## src/rtl/piso_serializer_pkg.sv

```systemverilog
// Shared definitions for the parallel-in / serial-out transmitter.
//   state_t        : FSM encoding (IDLE / SHIFT)
//   DEFAULT_WIDTH  : default word width
//   cnt_width()    : bit-counter width for a given word width
package piso_serializer_pkg;

  localparam int DEFAULT_WIDTH = 4;
  localparam int DEFAULT_CNT_W = $clog2(DEFAULT_WIDTH);

  typedef enum logic {
    IDLE  = 1'b0,
    SHIFT = 1'b1
  } state_t;

  // The counter must index bit positions 0..width-1.
  function automatic int cnt_width(input int width);
    return (width < 2) ? 1 : $clog2(width);
  endfunction

endpackage

```

## src/rtl/piso_bit_counter.sv

```systemverilog
// Bit-position counter for the serializer.
//   clk, rst    : clock, async active-low reset
//   clear       : synchronous return to 0 (has priority over enable)
//   enable      : advance by one
//   count       : current bit position
//   tc          : terminal count, high when count == WIDTH-1
module piso_bit_counter
  import piso_serializer_pkg::*;
#(
  parameter  int WIDTH = DEFAULT_WIDTH,
  localparam int CW    = cnt_width(WIDTH)
) (
  input  logic          clk,
  input  logic          rst,
  input  logic          clear,
  input  logic          enable,
  output logic [CW-1:0] count,
  output logic          tc
);

  always_ff @(posedge clk or negedge rst) begin
    if (!rst) begin
      count <= '0;
    end else if (clear) begin
      count <= '0;
    end else if (enable) begin
      count <= count + 1'b1;
    end
  end

  assign tc = (count == CW'(WIDTH - 1));

endmodule

```

## src/rtl/piso_serializer.sv

```systemverilog
// Parallel-in, serial-out transmitter with valid/ready on both sides.
//   clk, rst               : clock, async active-low reset
//   load_valid/load_ready  : parallel word handshake, d sampled on accept
//   d                      : WIDTH-bit parallel word
//   s_valid/s_ready        : serial beat handshake
//   sdata                  : serial bit
//   sframe / slast         : first / last bit of a frame
//   busy                   : frame in progress
//
//   state | meaning
//   IDLE  | no frame, ready for a word, serial outputs low
//   SHIFT | frame in progress, shifting one bit per accepted beat
module piso_serializer
  import piso_serializer_pkg::*;
#(
  parameter int WIDTH     = DEFAULT_WIDTH,
  parameter int MSB_FIRST = 1
) (
  input  logic             clk,
  input  logic             rst,
  input  logic             load_valid,
  output logic             load_ready,
  input  logic [WIDTH-1:0] d,
  input  logic             s_ready,
  output logic             s_valid,
  output logic             sdata,
  output logic             sframe,
  output logic             slast,
  output logic             busy
);

  localparam int CW = cnt_width(WIDTH);

  state_t           state_q, state_d;
  logic [WIDTH-1:0] shreg_q;
  logic [CW-1:0]    cnt;
  logic             tc;
  logic             load_fire;
  logic             beat;
  logic             out_bit;

  assign out_bit = (MSB_FIRST != 0) ? shreg_q[WIDTH-1] : shreg_q[0];

  piso_bit_counter #(.WIDTH(WIDTH)) u_cnt (
    .clk    (clk),
    .rst    (rst),
    // Returning to 0 on the final beat leaves the counter parked at 0 in IDLE.
    .clear  (load_fire || (beat && slast)),
    .enable (beat),
    .count  (cnt),
    .tc     (tc)
  );

  always_ff @(posedge clk or negedge rst) begin
    if (!rst) begin
      state_q <= IDLE;
    end else begin
      state_q <= state_d;
    end
  end

  always_ff @(posedge clk or negedge rst) begin
    if (!rst) begin
      shreg_q <= '0;
    end else if (load_fire) begin
      shreg_q <= d;
    end else if (beat) begin
      if (MSB_FIRST != 0) begin
        shreg_q <= {shreg_q[WIDTH-2:0], 1'b0};
      end else begin
        shreg_q <= {1'b0, shreg_q[WIDTH-1:1]};
      end
    end
  end

  always_comb begin
    state_d    = state_q;
    s_valid    = 1'b0;
    sdata      = 1'b0;
    sframe     = 1'b0;
    slast      = 1'b0;
    busy       = 1'b0;
    load_ready = 1'b0;
    case (state_q)
      IDLE: begin
        load_ready = rst;
      end
      SHIFT: begin
        s_valid    = 1'b1;
        busy       = 1'b1;
        sdata      = out_bit;
        sframe     = (cnt == '0);
        slast      = tc;
        // Only an accepted last beat frees the register for the next word.
        load_ready = rst && s_ready && tc;
      end
    endcase
    load_fire = load_valid && load_ready;
    beat      = s_valid && s_ready;
    if (load_fire) begin
      state_d = SHIFT;
    end else if (beat && slast) begin
      state_d = IDLE;
    end
  end

endmodule

```

## config.mk

```make
export PLATFORM = sky130hd
export DESIGN_NAME = piso_serializer
export DESIGN_NICKNAME = d
export VERILOG_FILES = /design/src/rtl/piso_serializer_pkg.sv /design/src/rtl/piso_bit_counter.sv /design/src/rtl/piso_serializer.sv
export SDC_FILE = /design/constraint.sdc
export NUM_CORES = 1
export LEC_CHECK = 0
export CAP_MARGIN = 20
export CORE_AREA = 4 4 41 43
export DETAILED_ROUTE_END_ITERATION = 16
export DIE_AREA = 0 0 45 47
export PLACE_DENSITY_LB_ADDON = 0.2
export SLEW_MARGIN = 10
export SYNTH_ARGS = -nofsm -noshare
export SYNTH_HDL_FRONTEND = slang
export SYNTH_SLANG_ARGS = --single-unit
```

## constraint.sdc

```tcl
create_clock -name clk -period 1.9 [get_ports clk]
set_input_delay 0.19 -clock clk [delete_from_list [all_inputs] [get_ports clk]]
set_output_delay 0.19 -clock clk [all_outputs]
set_load 0.1 [all_outputs]
```

### Word level (Yosys, flattened, before mapping)

Cells that the tools add are included.

| word-level totals | value |
|---|---|
| register bits after elaboration | 7 |
| bits in latches | 0 |
| memory bits (read-only) | 0 |
| memories | 0 |
| memory bits (writable) | 0 |

| cells by class | value |
|---|---|
| bitwise logic cells | 1 |
| divide/modulo/power cells | 0 |
| mux-type cells | 11 |
| shift-type cells | 0 |
| equality and inequality tests | 1 |
| $lt $le $gt $ge | 0 |
| reductions and logical operators | 10 |
| add/sub/neg operators | 1 |
| multiply operators | 0 |

Operators by type and width:

| operator | number |
|---|---|
| $mux 4 | 2 |
| $mux 1 | 6 |
| $reduce_bool 2->1 | 3 |
| $logic_and 1x1->1 | 5 |
| $mux 2 | 2 |
| $add 2x1->2 const B | 1 |
| $eq 2x2->1 const B | 1 |
| $logic_not 2->1 | 1 |
| $pmux 1 s2 | 1 |
| $logic_or 1x1->1 | 1 |
| $not 1->1 | 1 |

### Longest topological paths before layout

Gate-level depths: netlist of the first run.

| logic depth | value |
|---|---|
| word-level depth | 6 |
| gate-level depth with buffers | 5 |
| gate-level depth less buffers | 4 |

### Cells and area by module

From an unflattened synthesis of the first run, not the netlist that was laid out.

| second synthesis, totals | value |
|---|---|
| cell total of the unflattened synthesis | 34 |
| area, all modules | 417.9 µm² |

By module, submodules not included:

| module | times used | area an instance (µm²) | cells an instance | seq. area each (µm²) |
|---|---|---|---|---|
| piso_serializer | 1 | 329.1 | 27 | 125.1 |
| piso_bit_counter | 1 | 88.8 | 7 | 50.0 |

### Worst setup path before layout of the first run

OpenSTA, ideal clock, no wires.

| timing path | value |
|---|---|
| kind | register -> output |
| from | register state_q |
| to | output load_ready |
| path slack | -166 ps |
| path buffers | 0 |
| stages on the path, launching flop included | 3 |
| arrival time | 1876 ps |
| required time | 1710 ps |
| cell sequence | dfrtp_1 > a21bo_2 > and2_1 |

| between the ends | value |
|---|---|
| cells in the longest elaborated chain, start to end | 2 |

RTL lines:

| element | RTL line | source |
|---|---|---|
| start: declaration | piso_serializer.sv:34 | `state_t state_q, state_d;` |
| start signal: assignment | piso_serializer.sv:58 | `state_q <= state_d;` |
| $not 1->1 | piso_serializer.sv:84 | `case (state_q)` |
| $pmux 1 s2 (*) | piso_serializer.sv:84 |  |
| end: declaration | piso_serializer.sv:22 | `output logic load_ready,` |

Every way passes the cells marked *; elsewhere a longest branch is shown, timed or not.

### Worst setup path after layout of the first run

| timing path | value |
|---|---|
| from | register u_cnt.count[0] |
| to | output load_ready |

| between the ends | value |
|---|---|
| cells in the longest elaborated chain, start to end | 3 |

RTL lines:

| element | RTL line | source |
|---|---|---|
| start: declaration | piso_bit_counter.sv:17 | `output logic [CW-1:0] count,` |
| start signal: assignment | piso_bit_counter.sv:27 | `count <= count + 1'b1;` |
| $eq 2x2->1 | piso_bit_counter.sv:31 | `assign tc = (count == CW'(WIDTH - 1));` |
| $logic_and 1x1->1 | piso_serializer.sv:95 | `load_ready = rst && s_ready && tc;` |
| $pmux 1 s2 | piso_serializer.sv:84 |  |

Every way passes these cells.

==> metrics.yaml, run 1 <==
place_hpwl_um: 663
drive_above_1_share_pct: 43.4
post_drt_wl_per_cell_um: 11.8
rsz0062_at_grt: "no"
via_per_inst: 4.57
numCtsBuffers: 3
nets: 64
path_clk_slew_ns: 0.05
htreeDepth: 1
syn_inst: 37
clock_sinks: 7
max_stage_delay_ns: 0.41
fin_crit_ns: 1.71
fin_ws_ns: 0.188
cp.required_ns: 1.71
dr.pass1.iters: 2
tritoncts: "done"
die_area_um2: 2120
clk_path_buf_depth: 2
crit_chain: "ha_1, a21bo_2, and2_2, buf_12"
ys_seq_area_share_pct: 41.9
max_freq_ghz: 0.584
placeableCoreArea_um2: 1300
post_cts_resized: 0
worstSetupEndpointType: "output port"
slowest_stage: "dfrtp_1"
grt_util_all_layers_pct: 8.29
ctsHoldBuffers: 0
syn_to_final_growth_pct: 46.1
drt_iter0_markers: 2
ys.warnings.count: 0
cp_max_fo: 4
cts-root-buf: "clkbuf_4"
dieWidth_um: 45
fin_cells: 68
postCtsSetupRepairBufs: 0
gp_congestion: 0.651
grt_max_degree: 9
syn-num-nets: 47
grt_pass1_wl_mm: 1.19
io_buffers: 13
initial_core_util_pct: 32.1
first_global_vias: 307
max-cap-violations: 0
hold_viol: 0
finalSetupTns_ns: 0
avgSynthCellArea_um2: 11.3
io_pins: 14
drtAntennaViolNets: 0
fin_skew_ns: 0.00171
netlist_area_um2: 418
finalMaxSlewViolations: 0
cp-start-kind: "flop"
cp.arrival_ns: 1.52
maxSlewHeadroom_pct: 81.5
final.fill_count: 134
drc: 0
fin_crit_sh_pct: 90.1
pre_cts_slack_ns: 0.289
hold_path.class: "primary input to async pin"
criticalPathCategory: "flop to output port"
ys_seq_elements: 7
grt_overflow_total: 0
setup_viol: 0
dr_total_vias: 311
status: "finished, final reports clean"
wirelength_um: 805
clk_latency_ns: 0.25
diodes: 0
synthDistinctLibCells: 15
fp-row-count: 13
antenna_found_initial: 0
die_h_um: 47
dp_cells: 64
tightest_slew_ns: 0.279
## worst paths after layout
| path | start | to | slack (ns) | cells past startpoint |
|---|---|---|---|---|
| setup / recovery | u_cnt.count[0] | load_ready | 0.19 | 4 |
| hold / removal | rst | u_cnt.count[0] | 0.25 | 2 |
| setup reg to reg | u_cnt.count[0] | shreg_q[1] | 0.43 | 4 |
| hold reg to reg | shreg_q[0] | shreg_q[0] | 0.54 | 2 |
| max in group asynchronous | rst | state_q | 1.52 | 2 |
| min in group clk | d[0] | shreg_q[0] | 0.48 | 3 |
## stage by stage
step / hold WS (ns) / utilization (%) / cell area (um^2)
6_report: 0.247 / 46.9 / 611
5_1_grt: 0.260 / 46.9 / 611
4_1_cts: 0.253 / 46.9 / 611
3_5_place_dp: 0.528 / 44.9 / 584
3_3_place_gp: 0.512 / 44.9 / 584
2_1_floorplan: -0.106 / - / 424
## critical path: cells and delay by family, from the launching register on
kind	cells	cell delay, ns
fa+ha+maj	1	0.25
buf+inv	1	0.16
simple gates	1	0.21
compound gates	1	0.24
flops	1	0.41
## placed cells by master (no fill, tap or decap), drive strengths merged
cell / n
mux2i: 2
buf: 7
nor2b: 1
ha: 2
clkdlybuf4s50: 7
and2: 4
nand2: 5
clkbuf: 4
a21oi: 1
mux2: 6
dfrtp: 7
nand4b: 1
a21bo: 1
nor2: 2
inv: 3
## cells in the mapped netlist (all sizes together)
cell / number / share of area [%]
dfrtp: 7 / 42
mux2: 6 / 19
nand2: 5 / 4.5
and2: 4 / 6.0
inv: 3 / 2.7
buf: 2 / 4.5
ha: 2 / 6.0
mux2i: 2 / 4.8
nor2: 2 / 1.8
a21bo: 1 / 2.4
a21oi: 1 / 1.2
nand4b: 1 / 2.1
nor2b: 1 / 3.3
## area by class of cell
| class | instances | area, um^2 | area share (%) |
|---|---|---|---|
| multi-input cells | 25 | 218 | 35.7 |
| flip-flops and latches | 7 | 176 | 28.9 |
| repair buffers | 14 | 160 | 26.2 |
| clock buffers | 4 | 26.3 | 4.30 |
| well taps | 15 | 18.8 | 3.07 |
| inverters | 3 | 11.3 | 1.84 |
## state kept, by name (all words and copies together), names as in the netlist
name,cells
u_cnt.count,2
shreg_q,4
state_q,1
## metal layers
layer	share of wire [%]	routed length (um)	vias up	track usage [%]
met3	8.6	69	5	2.30
met5	0	0	-	0
met4	3.7	30	0	8.77
met1	40	325	140	7.69
li1	-	-	152	-
met2	47	380	14	14.1
## cells by family (layout without fill, tap and decap cells)
group           Yosys count  count (layout)  synth area share [%]
mux                       8               8                  23.7
fa+ha+maj                 2               2                  5.99
flops                     7               7                  41.9
buf+inv                   5              21                  7.19
simple gates             13              13                  17.7
compound gates            2               2                  3.59
Power of run 1 is left out: the tool's default activity adds up to more than one toggle a clock period on the data nets, which glitch-free logic cannot reach.
==> run 2, diff against run 1 <==
--- a/config.mk
+++ b/config.mk
@@ -9,6 +9,7 @@
 export CORE_AREA = 4 4 41 43
 export DETAILED_ROUTE_END_ITERATION = 16
 export DIE_AREA = 0 0 45 47
+export GPL_TIMING_DRIVEN = 0
 export PLACE_DENSITY_LB_ADDON = 0.2
 export SLEW_MARGIN = 10
 export SYNTH_ARGS = -nofsm -noshare
==> run 2 against run 1 <==
  * Utilization shrank 1.3 points
  * Global-route usage grew 0.17 points
  * Non-clock buffer count grew 1
  * Register-to-register slack worse by 0.08 ns
  * Worst setup slack worse by 0.088 ns
  * Sequential cell count stayed put
  * Cell area fell by 2.7%
  * Fmax decreased by 4.9%
  * Sequential share of layout area increased by 0.79 points
  * First-iteration DRC count decreased by 100%
  * Largest cell class unchanged
==> metrics.yaml, run 2 (synthesis gave the netlist of run 1 again) <==
cp.required_ns: 1.71
clock_sinks: 7
drt_iter0_markers: 0
cp-start-kind: "flop"
post_drt_wl_per_cell_um: 10.3
clk_path_buf_depth: 2
fp-row-count: 13
hold_viol: 0
rsz0062_at_grt: "no"
worstSetupEndpointType: "output port"
nets: 65
setup_viol: 0
grt_max_degree: 10
first_global_vias: 292
dieWidth_um: 45
via_per_inst: 4.35
fin_ws_ns: 0.100
regArea_um2: 176
largest_register: "shreg_q"
multi_input_area_um2: 218
pre_cts_slack_ns: -0.536
postLayoutCoreUtil_pct: 45.7
cp.arrival_ns: 1.61
cp_max_fo: 4
grt_overflow_total: 0
largest_reg_flops: 4
tritoncts: "done"
max-cap-violations: 0
criticalPathCategory: "flop to output port"
dr_total_vias: 300
tightest_slew_ns: 0.950
max_freq_ghz: 0.556
final_cell_mix: "clkdlybuf4s50_1 (7), dfrtp_1 (6), nand2_1 (5)"
initial_core_util_pct: 32.1
path_clk_slew_ns: 0.05
drtAntennaViolNets: 0
die_area_um2: 2120
place_area_um2: 573
fin_crit_ns: 1.80
io_buffers: 13
numCtsBuffers: 3
antenna_found_initial: 0
placeableCoreArea_um2: 1300
finalMaxSlewViolations: 0
fin_skew_ns: 0.00441
io_pins: 14
hold_path.class: "primary input to async pin"
ctsHoldBuffers: 0
final_common_cell: "clkdlybuf4s50_1"
drc: 0
grt_util_all_layers_pct: 8.46
status: "finished, final reports clean"
wirelength_um: 712
syn_to_final_growth_pct: 42.2
diodes: 0
place_hpwl_um: 554
dr.pass1.iters: 1
maxSlewHeadroom_pct: 36.9
fin_crit_sh_pct: 94.7
htreeDepth: 1
drive_above_1_share_pct: 38.9
grt_pass1_wl_mm: 1.20
final_area_um2: 594
finalSetupTns_ns: 0
cts-root-buf: "clkbuf_4"
gp_congestion: 0.610
final.fill_count: 147
die_h_um: 47
clk_latency_ns: 0.25
reg.largest.list: "shreg_q (4), u_cnt.count (2), state_q (1)"
[run 2: final timing paths]
check,startpoint,to,slack (ns),depth (start not counted)
setup reg to reg,u_cnt.count[0],shreg_q[1],0.35,5
hold reg to reg,shreg_q[0],shreg_q[0],0.53,2
max in group asynchronous,rst,state_q,1.40,1
setup / recovery,u_cnt.count[0],load_ready,0.1,4
min in group clk,d[0],shreg_q[0],0.50,3
hold / removal,rst,u_cnt.count[1],0.21,1
[run 2: metal layers]
metal | vias up | global-route usage, % | part of all wire [%]
li1 | 153 | - | -
met1 | 132 | 9.37 | 43
met2 | 15 | 11.9 | 46
met3 | 0 | 6.90 | 10
met4 | 0 | 3.51 | 0
met5 | - | 0 | 0
[run 2: final cells by class]
type                            instances  area share (%)
Multi-Input combinational cell         25            36.6
Sequential cell                         7            29.7
Timing Repair Buffer                   13            21.1
Clock buffer                            4            4.42
Buffer                                  2            3.16
Tap cell                               15            3.16
Inverter                                3            1.89
[run 2: through the flow]
stage	hold slack (ns)	instances
global placement	0.499	65
detailed placement	0.497	65
global route	0.221	69
floorplan	-0.106	37
finish	0.214	69
CTS	0.225	69
[run 2: timing repair]
| item | 4_1_cts | 5_1_grt |
|---|---|---|
| setup endpoints to repair | 6 | 2 |
| buffers inserted | 0 | 0 |
| resized for setup | 12 | 3 |
[run 2: critical path, cell delays in order, from the launching register on]
cell and delay, ns:
dfrtp_1 0.41, ha_1 0.25, a21bo_2 0.23, and2_2 0.18, buf_2 0.28
Power of run 2 is left out for the same reason.
==> run 3, diff against run 2 <==
--- a/config.mk
+++ b/config.mk
@@ -6,9 +6,9 @@
 export NUM_CORES = 1
 export LEC_CHECK = 0
 export CAP_MARGIN = 20
-export CORE_AREA = 4 4 41 43
+export CORE_AREA = 2 2 39 41
 export DETAILED_ROUTE_END_ITERATION = 16
-export DIE_AREA = 0 0 45 47
+export DIE_AREA = 0 0 41 43
 export GPL_TIMING_DRIVEN = 0
 export PLACE_DENSITY_LB_ADDON = 0.2
 export SLEW_MARGIN = 10
==> run 3 against run 2 <==
  * Sequential cell count did not move
  * Register-to-register slack barely moved
  * Routed wire length fell by 9.6%
  * Clock-buffer cell count did not move
  * Die area fell by 17%
  * Critical endpoint is now sdata
  * Fmax fell by 1.1%
  * Worst hold slack improved by 0.0052 ns
  * Worst setup slack got worse by 0.020 ns
  * Clock skew fell by 0.0041 ns
  * First-iteration DRC count did not move
==> metrics.yaml, run 3 (synthesis gave the netlist of run 1 again) <==
status: "finished, final reports clean"
cp_max_fo: 8
die_area_um2: 1760
via_per_inst: 4.16
io_pins: 14
die_h_um: 43
dr_total_vias: 291
nets: 65
gp_congestion: 0.646
finalMaxSlewViolations: 0
dieWidth_um: 41
first_global_vias: 280
grt_util_all_layers_pct: 10.4
cp.required_ns: 1.71
hold_viol: 0
regArea_um2: 176
antenna_found_initial: 0
clock_sinks: 7
reg.largest.list: "shreg_q (4), u_cnt.count (2), state_q (1)"
finalSetupTns_ns: 0
clk_path_buf_depth: 2
grt_max_degree: 10
setup_viol: 0
drt_iter0_markers: 0
postLayoutCoreUtil_pct: 42.9
post_drt_wl_per_cell_um: 9.20
numCtsBuffers: 3
drc: 0
tritoncts: "done"
final_common_cell: "clkdlybuf4s50_1"
fin_crit_ns: 1.82
maxSlewHeadroom_pct: 36.9
grt_pass1_wl_mm: 1.17
cp-start-kind: "flop"
worstSetupEndpointType: "output port"
dr.pass1.iters: 1
rsz0062_at_grt: "no"
final_cell_mix: "clkdlybuf4s50_1 (7), dfrtp_1 (6), nand2_1 (5)"
clk_latency_ns: 0.24
criticalPathCategory: "flop to output port"
drtAntennaViolNets: 0
tightest_slew_ns: 0.951
multi_input_area_um2: 218
ctsHoldBuffers: 0
max-cap-violations: 0
largest_reg_flops: 4
syn_to_final_growth_pct: 42.2
postCtsSetupRepairBufs: 0
final.fill_count: 140
wirelength_um: 644
hold_path.class: "primary input to async pin"
largest_register: "shreg_q"
placeableCoreArea_um2: 1380
fin_crit_sh_pct: 95.8
fin_skew_ns: 0.000326
path_clk_slew_ns: 0.05
cts-root-buf: "clkbuf_4"
drive_above_1_share_pct: 38.9
place_hpwl_um: 481
fp-row-count: 14
io_buffers: 13
grt_overflow_total: 0
cp.arrival_ns: 1.63
diodes: 0
htreeDepth: 1
initial_core_util_pct: 30.2
max_freq_ghz: 0.549
## run 3: path summary, 6_finish.rpt
kind / startpoint / to / slack [ns] / depth (start not counted)
setup / recovery: state_q / sdata / 0.08 / 2
setup reg to reg: u_cnt.count[0] / shreg_q[3] / 0.35 / 5
max in group asynchronous: rst / state_q / 1.40 / 1
hold reg to reg: shreg_q[0] / shreg_q[0] / 0.54 / 2
min in group clk: d[0] / shreg_q[0] / 0.48 / 3
hold / removal: rst / shreg_q[0] / 0.22 / 1
## run 3: final cells by class
class	instances	area share (%)
inverter	3	1.89
sequential	7	29.7
multi-input combinational	25	36.6
timing repair buffer	13	20.8
tap	16	3.37
clock buffer	4	4.42
buffer	2	3.16
## run 3: through the flow
stage	hold slack, ns	setup slack [ns]	area [um^2]	instances
2_1_floorplan	-0.106	0.251	424	37
3_3_place_gp	0.498	-0.540	574	66
3_5_place_dp	0.493	-0.525	574	66
4_1_cts	0.228	-0.0859	601	70
5_1_grt	0.233	0.000493	594	70
6_report	0.220	0.0795	594	70
## run 3: critical path, cell delays in order, from the launching register on
cell           delay [ns]
dfrtp_2              0.40
and2_2               0.14
dlygate4sd2_1        0.84
## run 3: timing repair
item / 4_1_cts / 5_1_grt
resized for setup: 12 / 2
endpoints found under the setup margin: 6 / 1
cloned: 0 / 0
## run 3: per-layer routing
layer | global-route usage [%] | routed length (um) | up-vias
met5 | 0 | 0 | -
met4 | 8.00 | 6 | 0
met3 | 3.14 | 44 | 2
met2 | 14.1 | 295 | 11
met1 | 13.0 | 298 | 126
li1 | - | - | 152
Power of run 3 is left out for the same reason.
